==> config.mk <==
export PLATFORM = sky130hd
export DESIGN_NAME = mult_seq
export DESIGN_NICKNAME = d
export VERILOG_FILES = /design/src/rtl/mult_pkg.sv /design/src/rtl/mult_pp_radix.sv /design/src/rtl/mult_seq.sv
export SDC_FILE = /design/constraint.sdc
export NUM_CORES = 1
export LEC_CHECK = 0
export CORE_MARGIN = 4
export CORE_UTILIZATION = 59
export DETAILED_ROUTE_END_ITERATION = 12
export PLACE_DENSITY = 0.87
export SLEW_MARGIN = 25
export SYNTH_ARGS = -nofsm -noshare
export SYNTH_HDL_FRONTEND = slang
export SYNTH_SLANG_ARGS = --single-unit
==> constraint.sdc <==
create_clock -name clk -period 6.5 [get_ports clk]
set_input_delay 1.3 -clock clk [delete_from_list [all_inputs] [get_ports clk]]
set_output_delay 1.3 -clock clk [all_outputs]
set_load 0.02 [all_outputs]
==> src/rtl/mult_pkg.sv <==
// Shared definitions for the iterative shift-add multiplier: FSM encoding and
// step/counter sizing helpers derived from the operand width and radix.
package mult_pkg;

   typedef enum logic [1:0] {
      IDLE = 2'd0,
      CALC = 2'd1,
      DONE = 2'd2
   } state_t;

   // Number of CALC cycles: one per K-bit digit of the multiplier.
   function automatic int unsigned calc_steps(input int unsigned n, input int unsigned k);
      return n / k;
   endfunction

   // Step counter width; a single-step configuration still needs one bit.
   function automatic int unsigned calc_cnt_w(input int unsigned n, input int unsigned k);
      int unsigned s;
      s = n / k;
      return (s > 1) ? $clog2(s) : 1;
   endfunction

endpackage

==> src/rtl/mult_pp_radix.sv <==
// Combinational K-bit x W-bit partial product: K conditional shifted adds.
module mult_pp_radix #(
   parameter int unsigned W = 16,
   parameter int unsigned K = 2
) (
   input  logic [W-1:0] mcand,
   input  logic [K-1:0] digit,
   output logic [W-1:0] pp
);

   always_comb begin
      pp = '0;
      for (int unsigned i = 0; i < K; i++) begin
         if (digit[i]) pp = pp + (mcand << i);
      end
   end

endmodule

==> src/rtl/mult_seq.sv <==
// Iterative radix-2^K shift-add multiplier with valid/ready handshakes and a
// per-operation signed/unsigned mode (sign-magnitude internally).
module mult_seq
   import mult_pkg::*;
#(
   parameter int unsigned N = 8,
   parameter int unsigned K = 2
) (
   input  logic           clk,
   input  logic           rst,
   input  logic           in_valid,
   output logic           in_ready,
   input  logic [N-1:0]   a,
   input  logic [N-1:0]   b,
   input  logic           is_signed,
   output logic           out_valid,
   input  logic           out_ready,
   output logic [2*N-1:0] out
);

   localparam int unsigned STEPS = calc_steps(N, K);
   localparam int unsigned CW    = calc_cnt_w(N, K);
   localparam logic [CW-1:0] LAST = CW'(STEPS - 1);

   if (N < 2 || K < 1 || K > N || (N % K) != 0) begin : g_bad_params
      $error("mult_seq: N must be >= 2 and a multiple of K, with 1 <= K <= N");
   end

   state_t          state_q, state_d;
   logic [2*N-1:0]  mcand_q;
   logic [N-1:0]    bsh_q;
   logic [2*N-1:0]  acc_q;
   logic [2*N-1:0]  acc_d;
   logic [2*N-1:0]  pp;
   logic [CW-1:0]   cnt_q;
   logic            neg_q;
   logic [2*N-1:0]  out_q;
   logic [N-1:0]    a_mag;
   logic [N-1:0]    b_mag;

   // |-2^(N-1)| wraps back to 2^(N-1), which is correct read as unsigned.
   assign a_mag = (is_signed && a[N-1]) ? -a : a;
   assign b_mag = (is_signed && b[N-1]) ? -b : b;

   mult_pp_radix #(
      .W (2*N),
      .K (K)
   ) u_pp (
      .mcand (mcand_q),
      .digit (bsh_q[K-1:0]),
      .pp    (pp)
   );

   assign acc_d = acc_q + pp;
   assign out   = out_q;

   always_comb begin
      state_d   = state_q;
      in_ready  = 1'b0;
      out_valid = 1'b0;
      case (state_q)
         IDLE: begin
            in_ready = 1'b1;
            if (in_valid) state_d = CALC;
         end
         CALC: begin
            if (cnt_q == '0) state_d = DONE;
         end
         DONE: begin
            out_valid = 1'b1;
            if (out_ready) state_d = IDLE;
         end
         default: state_d = IDLE;
      endcase
   end

   always_ff @(posedge clk) begin
      if (rst) begin
         state_q <= IDLE;
         mcand_q <= '0;
         bsh_q   <= '0;
         acc_q   <= '0;
         cnt_q   <= '0;
         neg_q   <= 1'b0;
         out_q   <= '0;
      end else begin
         state_q <= state_d;
         case (state_q)
            IDLE: begin
               if (in_valid) begin
                  mcand_q <= {{N{1'b0}}, a_mag};
                  bsh_q   <= b_mag;
                  neg_q   <= is_signed & (a[N-1] ^ b[N-1]);
                  acc_q   <= '0;
                  cnt_q   <= LAST;
               end
            end
            CALC: begin
               acc_q   <= acc_d;
               mcand_q <= mcand_q << K;
               bsh_q   <= bsh_q >> K;
               cnt_q   <= cnt_q - CW'(1);
               // Final digit: apply the sign to the completed magnitude.
               if (cnt_q == '0) out_q <= neg_q ? -acc_d : acc_d;
            end
            default: ;
         endcase
      end
   end

endmodule
==> flow_summary.yaml <==
clock_tree:
  clk_pin_slew_ns: 0.08
  maximum_count_of_clock_buffers_along_a_single_path: 2
  cts_setup_buffers: 0
  clock-sinks: 61
  postCtsResizedCells: 0
  cts.hold.buffers_added: 0
  tritoncts.num_buffers: 9
  clock_insertion_delay_worst_skew_ns: 0.34
  root_buffer: "clkbuf_8"
  tritoncts_clock_tree: "done"
  htree_num_levels: 3
timing:
  finClkSkew_ns: 0.00836
  maxClockFrequency_mhz: 182
  number_of_pins_exceeding_their_max_slew_limit_in_the_final_report: 0
  final-setup-viol-count: 0
  grt_setup_unrepaired: "false"
  max_slew_margin_pct: 43.1
  layout_setup_ws_ns: 1.02
  final_min_period_over_clock_period_pct: 84.3
  final.setup.tns_ns: 0
  worst-slew-pin-transition_ns: 0.854
  period_needed_ns: 5.48
  timing.final.hold_violations: 0
synthesis:
  ys.flop_type: "dfxtp_1"
  synthXorXnorAreaFrac_pct: 8.70
  dominant_combinational_cell_family_by_area_after_synthesis: "compound AO/OA/AOI/OAI gates"
  synth_compound_area_share_pct: 25.3
  ys_async_sr_fraction_pct: 0
  synth.yosys.seq_area_share_pct: 26.4
  post_synth_edffs: 0
  synth.most_common_cell: "nand2_1"
  synth_area_um2: 4630
  synthDominantAreaCellType: "dfxtp_1"
  yosysWarnings: 0
  syn_nets: 672
  netlist_top_cells_area: "dfxtp_1, ha_1, a21oi_1"
  postSynthAreaPerCell_um2: 7.47
  postSynthCellCount: 620
  synth-simple-area-share_pct: 23.2
  synth.area.mux_share_pct: 1.86
  yosys.cell_types.count: 65
  flop_and_latch_count_out_of_synthesis: 61
  synth-adder-area-share_pct: 8.92
  netlist.area_leader.share_pct: 26.4
  post_synth_most_frequent_cells: "nand2_1, a21oi_1, dfxtp_1"
setup_path:
  path_class: "reg2reg"
  cp_data_arrival_time_ns: 5.72
  worst_r2r_path_depth: 18
  timing.critical_path.from_type: "register"
  worst_setup_path_end_kind: "register"
  required_ns: 6.74
  r2r_slack_ns: 1.02
  crit_path_max_fanout: 35
  worst_r2r_startpoint: "bsh_q[0]"
  timing.rr.end: "out[15]"
global_route:
  globalRouteOverflowTotal: 0
  pin_count_of_the_biggest_net_entering_global_routing: 62
  grt_pass1_wl_um: 18300
  antenna_violations_before_repair: 0
  total_routing_usage_gr_pct: 24.5
  first_global_vias: 4081
placed_design:
  detailedPlace.worstSlack_ns: 1.12
  io_buffer_count: 38
  place_congestion: 0.923
  detailed_place_hpwl_um: 7670
  placed_cells: 722
route:
  count_of_antenna_violating_nets_left_after_detailed_routing: 0
  drt_pass1_iterations: 5
  detail_route.iter0.violations: 301
  drc: 0
  routed_wire_length_per_instance_um: 14.6
  wl_um: 10800
  route.detailed.vias_per_inst: 6.07
  via_count: 4483
hold_path:
  holdPathStages: 2
  min_delay_worst_endpoint: "out[11]"
  hp-start: "out[11]"
  hold_path_class: "reg2reg"
floorplanning:
  die_height_um: 96.6
  ios: 39
  dieArea_um2: 9330
  core.rowCount: 32
  floorplan.initialDensity_pct: 60.2
  fp.dieW_um: 96.6
  coreArea_um2: 7690
layout:
  post_layout_nonfiller_instances: 738
  syn2layout_area_growth_pct: 12.1
  finalNetCount: 683
  antenna_cells: 0
  final_layout_size_suffix_gt1_share_pct: 7.23
run_status:
  outcome: "complete, no violations"
flow_run:
  cap_viol_max_count: 0
pwr:
  leakage_nw: 1.99
  power_density_nw_per_um2: 180
  irDropWorstVdd_v: 0.000160
==> cells in the final DEF (no fill, tap or decap), drive strengths merged, types with 5 or more instances in the layout <==
cell type,instances
a22oi,12
o31ai,7
clkbuf,10
xor2,26
inv,30
dfxtp,61
nand3,43
nand2,75
clkdlybuf4s50,37
a211oi,13
nand2b,9
mux2,5
ha,29
xnor2,20
o21ai,26
nor2,52
a21oi,72
a31oi,10
and2,11
nor3,12
==> area by class of cell <==
class                      count  area [um2]
multi-input combinational    491        3160
clock buffer                  10         138
inverter                      28         105
sequential                    61        1220
fill                         639        2500
clock inverter                 6        46.3
timing repair buffer          40         393
tap                          102         128
==> worst max path at each step <==
stage | end | from | depth (start not counted) | slack, ns
after floorplan | out[15] | bsh_q[0] | 25 | 0.66
after detailed placement | out[15] | bsh_q[0] | 18 | 1.12
after CTS | out[15] | bsh_q[0] | 18 | 1.06
after global routing | out[15] | bsh_q[0] | 18 | 0.59
after global placement | out[15] | bsh_q[0] | 18 | 1.34
final | out[15] | bsh_q[0] | 18 | 1.02
==> critical path, cell delays in order (launching register included) <==
cell and delay (ns):
dfxtp_1 0.33, buf_4 0.31, nand2_1 0.17, fa_1 0.51
maj3_1 0.40, o211ai_1 0.38, a21oi_1 0.12, o21ai_0 0.22
xnor2_1 0.08, mux2_2 0.27, ha_1 0.40, nand2_1 0.08
o21a_1 0.18, a31oi_1 0.35, xor2_1 0.22, or4_4 0.59
o41ai_4 0.34, nor2_2 0.06, a2111oi_2 0.35
==> power by group <==
part / internal, mW / switching, mW / total (mW)
Combinational: 0.0764 / 0.124 / 0.201
Clock: 0.151 / 0.164 / 0.315
Sequential: 0.393 / 0.0267 / 0.420
Total: 0.621 / 0.315 / 0.936
==> sequential cells by signal, indices dropped and copies added (netlist names) <==
register / flops
bsh_q: 8
neg_q: 1
out: 16
cnt_q: 2
acc_q: 16
mcand_q: 16
state_q: 2
==> per-layer routing <==
metal	track usage (%)	up-vias	share of wire (%)
met1	29.4	2079	43
li1	-	2229	-
met5	0	-	0
met4	10.3	0	2.7
met3	3.56	29	4.8
met2	43.4	146	50
==> metrics by stage <==
step	instance area (um2)	power (mW)	util, %	hold WS, ns
2_1_floorplan	4630	0.562	-	0.432
4_1_cts	5190	0.942	67.5	0.457
5_1_grt	5190	0.984	67.5	0.474
3_3_place_gp	5000	0.617	65.0	0.439
3_5_place_dp	5000	0.626	65.1	0.446
6_report	5190	0.936	67.5	0.454
==> logic make-up after synthesis <==
kind of cell,Yosys count
AOI/OAI and AO/OA,176
xor gates and xnor gates,46
adders and majority gates,32
buffers and inverters,68
DFF,61
muxes,8
and+or+nand+nor,229
No activity file was read; power rests on OpenSTA's default activity.
